$ cat src/rtl/jkff_bank_ctrl.sv
// Command controller for a bank of WIDTH JK flip-flops.
// An accepted command applies cmd_len+1 JK steps (hold/clear/set/toggle/count) unless aborted.
module jkff_bank_ctrl #(
    parameter int WIDTH = 4
) (
    input  logic             CLK,
    input  logic             RST,
    input  logic             cmd_valid,
    output logic             cmd_ready,
    input  logic [2:0]       cmd_op,
    input  logic [WIDTH-1:0] cmd_mask,
    input  logic [3:0]       cmd_len,
    input  logic             abort,
    output logic [WIDTH-1:0] jk_j,
    output logic [WIDTH-1:0] jk_k,
    output logic [WIDTH-1:0] q,
    output logic             busy,
    output logic             done,
    output logic             aborted
);
    localparam logic [2:0] OP_HOLD   = 3'd0;
    localparam logic [2:0] OP_CLEAR  = 3'd1;
    localparam logic [2:0] OP_SET    = 3'd2;
    localparam logic [2:0] OP_TOGGLE = 3'd3;
    localparam logic [2:0] OP_UP     = 3'd4;
    localparam logic [2:0] OP_DOWN   = 3'd5;

    typedef enum logic [1:0] {
        S_IDLE = 2'd0,
        S_RUN  = 2'd1,
        S_DONE = 2'd2
    } state_t;

    state_t           r_state;
    state_t           w_state_nxt;
    logic [2:0]       r_op;
    logic [WIDTH-1:0] r_mask;
    logic [WIDTH-1:0] r_q;
    logic [3:0]       r_cnt;
    logic             r_aborted;
    logic [WIDTH-1:0] w_up;
    logic [WIDTH-1:0] w_dn;
    logic [WIDTH-1:0] w_j;
    logic [WIDTH-1:0] w_k;
    logic             w_accept;

    // Bit i is the AND of v[i-1:0]; bit 0 is always 1 (ripple carry/borrow enable).
    function automatic logic [WIDTH-1:0] f_carry(input logic [WIDTH-1:0] v);
        logic [WIDTH-1:0] res;
        logic             acc;
        acc = 1'b1;
        for (int i = 0; i < WIDTH; i++) begin
            res[i] = acc;
            acc    = acc & v[i];
        end
        return res;
    endfunction

    assign w_accept = (r_state == S_IDLE) && cmd_valid;
    assign w_up     = f_carry(r_q);
    assign w_dn     = f_carry(~r_q);

    // Carry chains see the whole bank; the mask only gates which bits are driven.
    always_comb begin
        w_j = '0;
        w_k = '0;
        if (r_state == S_RUN && !abort) begin
            case (r_op)
                OP_HOLD: ;
                OP_CLEAR: w_k = r_mask;
                OP_SET:   w_j = r_mask;
                OP_TOGGLE: begin
                    w_j = r_mask;
                    w_k = r_mask;
                end
                OP_UP: begin
                    w_j = w_up & r_mask;
                    w_k = w_up & r_mask;
                end
                OP_DOWN: begin
                    w_j = w_dn & r_mask;
                    w_k = w_dn & r_mask;
                end
                default: ;
            endcase
        end
    end

    always_comb begin
        w_state_nxt = r_state;
        case (r_state)
            S_IDLE:  if (cmd_valid) w_state_nxt = S_RUN;
            S_RUN:   if (abort || r_cnt == 4'd0) w_state_nxt = S_DONE;
            S_DONE:  w_state_nxt = S_IDLE;
            default: w_state_nxt = S_IDLE;
        endcase
    end

    always_ff @(posedge CLK) begin
        if (RST) begin
            r_state <= S_IDLE;
        end else begin
            r_state <= w_state_nxt;
        end
    end

    always_ff @(posedge CLK) begin
        if (RST) begin
            r_q       <= '0;
            r_op      <= OP_HOLD;
            r_mask    <= '0;
            r_cnt     <= 4'd0;
            r_aborted <= 1'b0;
        end else begin
            r_q <= (w_j & ~r_q) | (~w_k & r_q);
            if (w_accept) begin
                r_op      <= cmd_op;
                r_mask    <= cmd_mask;
                r_cnt     <= cmd_len;
                r_aborted <= 1'b0;
            end else if (r_state == S_RUN) begin
                if (abort) begin
                    r_aborted <= 1'b1;
                end else if (r_cnt != 4'd0) begin
                    r_cnt <= r_cnt - 4'd1;
                end
            end
        end
    end

    assign jk_j      = w_j;
    assign jk_k      = w_k;
    assign q         = r_q;
    assign cmd_ready = (r_state == S_IDLE);
    assign busy      = (r_state == S_RUN);
    assign done      = (r_state == S_DONE);
    assign aborted   = r_aborted;

endmodule

$ cat config.mk
export PLATFORM = sky130hd
export DESIGN_NAME = jkff_bank_ctrl
export DESIGN_NICKNAME = d
export VERILOG_FILES = /design/src/rtl/jkff_bank_ctrl.sv
export SDC_FILE = /design/constraint.sdc
export NUM_CORES = 1
export LEC_CHECK = 0
export ABC_AREA = 1
export CAP_MARGIN = 10
export CORE_MARGIN = 2
export CORE_UTILIZATION = 35
export DETAILED_ROUTE_END_ITERATION = 8
export DONT_BUFFER_PORTS = 1
export GPL_TIMING_DRIVEN = 0
export PLACE_DENSITY_LB_ADDON = 0.05
export SLEW_MARGIN = 30
export SYNTH_ARGS = -nofsm -noshare
export SYNTH_HDL_FRONTEND = slang
export SYNTH_SLANG_ARGS = --single-unit
$ cat constraint.sdc
create_clock -name CLK -period 1.6 [get_ports CLK]
set_input_delay 0.32 -clock CLK [delete_from_list [all_inputs] [get_ports CLK]]
set_output_delay 0.32 -clock CLK [all_outputs]
set_load 0.01 [all_outputs]
==> metrics.cfg <==
[clock_tree]
cts_buffer_depth=2
clock_latency_ns=0.29
cts-buffers-inserted=3
root_buffer=clkbuf_4
ctsHoldBuffers=0
cts_sinks=18
cts.clk_slew.worst_paths_ns=0.11
cts_tree=built
h-tree-depth=1

[synth]
mappedNetlistArea_um2=1010
ys_types=25
synth_sequential_area_ratio=0.357
ys_ff_latch=18
synth_nets=165
yosysWarnings=0
synth_area_per_cell_um2=6.77
synthCells=149

[placed_design]
routabilityCongestion=0.740
dp.cells=180
post-place-ws_ns=0.198
hpwl_um=1800
io_buffers=0

[detailed_routing]
via_count=990
wl_um=2450
wl_per_cell_um=12.3
drcViolationCount=0
viasPerCell=4.97
first_pass_iters=4
antenna_left=0
drt_iter0_drc=21

[floorplan]
start_util=0.366
ios=31
dieWidth_um=57.7
num_rows=19
core_area_um2=2760
chipHeight_um=57.7
die-area_um2=3330

[sta]
rsz0062_at_grt=true
fin_crit_sh=1.01
fin_tns_setup_ns=-0.00937
finClkSkew_ns=0.00730
fmax_ghz=0.621
whs_ns=0.0782
relSlewSlack=0.687
fin_ws_ns=-0.00937
hold_viol_final=0
slew_viol_final=0
min_period_ns=1.61
finalSetupViolations=1
worst_pin_slew_ns=0.469

[critical_path]
crit_buf_inv=2
critPathSlowestCell=dfxtp_4
cp-end-kind=primary output
crit_type=register to primary output
required_ns=1.28
cp_top_family=flip-flops
max_stage_delay_ns=0.38
cp.arrival_ns=1.29
cpMostUsedCell=nor2_4
cp_cell_sequence=buf_4 > nor2_4 > o21ai_4 > nor2_4 > nand2_2 > inv_2
crit_fanout=5
start_kind=register

[grt]
grt_pass1_wl_um=3990
antenna_found_initial=0
grt_max_degree=11
grt_pass1_vias=911
gr-total-overflow=0
grt_use_total=0.154

[layout]
fin_cells=199
nets=186
fillers=285
post_route_cells_drive_above_1_share=0.399
num_antenna_cells=0
multi_input_area_um2=618
area.growth.synth_to_final_pct=28.3
seq_area_um2=377

[outcome]
violations=setup timing
status=finished, violations left

[power_and_ir_drop]
ir_worst_vdd_uv=358
leakagePower_uw=0.000585
p_per_area_nw_per_um2=780

[job]
cap_violations=0

[hold_path]
hold_path_class=input pin to register

==> flip-flops by register name (all words and copies together) (netlist names) <==
name / cells
r_cnt: 4
r_op: 3
r_state: 2
q: 4
r_mask: 4
aborted: 1
==> worst register-to-register path, stage by stage (launching register included) <==
cell	delay, ns
dfxtp_2	0.34
buf_4	0.12
nor2_2	0.16
nand2_2	0.17
buf_2	0.23
o21ai_0	0.17
a21oi_1	0.05
==> power by group <==
group	internal, uW	switching [uW]	leakage, uW
clock network	87.4	142	0.0000138
logic	110	156	0.000420
registers	482	32.2	0.000152
total	679	330	0.000585
==> repair_timing <==
| action | CTS | global route |
|---|---|---|
| endpoints found under the setup margin | 8 | 8 |
| resized for setup | 28 | 12 |
| hold endpoints to repair | 0 | 0 |
| buffers inserted | 12 | 4 |
| pin swaps | 10 | 11 |
==> per-layer routing <==
layer  routed length [um]  track usage  vias to the layer above
met3                  136       0.0402                        4
met4                   20       0.0664                        0
met2                 1220        0.268                       20
met1                 1080        0.179                      451
li1                     -            -                      515
met5                    0            0                        -
==> path summary, 6_finish.rpt <==
check              from    endpoint  slack [ns]  cells past startpoint
min reg2reg    r_cnt[3]    r_cnt[3]        0.49                      2
max             r_op[2]     jk_j[2]      -0.009                      6
max reg2reg  r_state[1]     r_op[0]        0.25                      6
min                 RST  r_state[0]        0.08                      1
==> kinds of logic (layout without fill, tap and decap cells) <==
| kind of cell | after synthesis | in the layout | share of synthesized area |
|---|---|---|---|
| AO/OA/AOI/OAI | 27 | 27 | 0.151 |
| XOR/XNOR | 2 | 2 | 0.0174 |
| adder cells (fa/ha/maj) | 1 | 1 | 0.0124 |
| buffers and inverters | 27 | 46 | 0.109 |
| flip-flops | 18 | 18 | 0.357 |
| AND/OR/NAND/NOR | 74 | 74 | 0.352 |
==> synthesized netlist by cell type <==
| cell type | n | area, um2 |
|---|---|---|
| ha_1 | 1 | 12.5 |
| or2_0 | 1 | 6.26 |
| nand2_1 | 23 | 86.3 |
| buf_2 | 1 | 5.00 |
| xor2_1 | 1 | 8.76 |
| nand3b_1 | 2 | 15.0 |
| buf_6 | 1 | 11.3 |
| nor2_2 | 5 | 31.3 |
| nand4_1 | 3 | 18.8 |
| nand3_1 | 14 | 70.1 |
| dfxtp_1 | 18 | 360 |
| inv_2 | 4 | 15.0 |
| o21ai_1 | 2 | 10.0 |
| o21ai_4 | 1 | 16.3 |
| clkbuf_1 | 1 | 3.75 |
| nor2_1 | 19 | 71.3 |
| nor2_4 | 3 | 33.8 |
| a211oi_1 | 1 | 7.51 |
| a21oi_1 | 11 | 55.1 |
| nand2_2 | 2 | 12.5 |
| xnor2_1 | 1 | 8.76 |
| inv_1 | 20 | 75.1 |
| nor3_1 | 2 | 10.0 |
| o21ai_2 | 1 | 8.76 |
| o21ai_0 | 11 | 55.1 |
==> stage by stage <==
stage | total power (uW) | utilization | instance area, um2
3_5_place_dp | 730 | 0.380 | 1050
6_report | 1010 | 0.469 | 1290
3_3_place_gp | 727 | 0.380 | 1050
4_1_cts | 1010 | 0.445 | 1230
5_1_grt | 1080 | 0.469 | 1290
2_1_floorplan | 688 | - | 1010
==> cell usage in the layout (no fill, tap or decap) <==
cell,count
a211oi_1,1
a21oi_1,11
buf_2,1
buf_4,14
buf_6,3
clkbuf_1,1
clkbuf_4,3
dfxtp_1,11
dfxtp_2,4
dfxtp_4,3
ha_1,1
inv_1,12
inv_2,12
nand2_1,16
nand2_2,8
nand2_4,1
nand3_1,8
nand3_2,6
nand3b_1,2
nand4_1,3
nor2_1,17
nor2_2,4
nor2_4,6
nor3_1,2
o21ai_0,11
o21ai_1,2
o21ai_4,2
or2_0,1
xnor2_1,1
xor2_1,1
==> layout make-up <==
cell class | instances | area share
inverters | 24 | 0.0696
multi-input cells | 104 | 0.478
clock buffers | 3 | 0.0174
repair buffers | 16 | 0.0986
plain buffers | 3 | 0.0155
flip-flops and latches | 18 | 0.291
well taps | 31 | 0.0300
No activity file was read; power rests on OpenSTA's default activity.
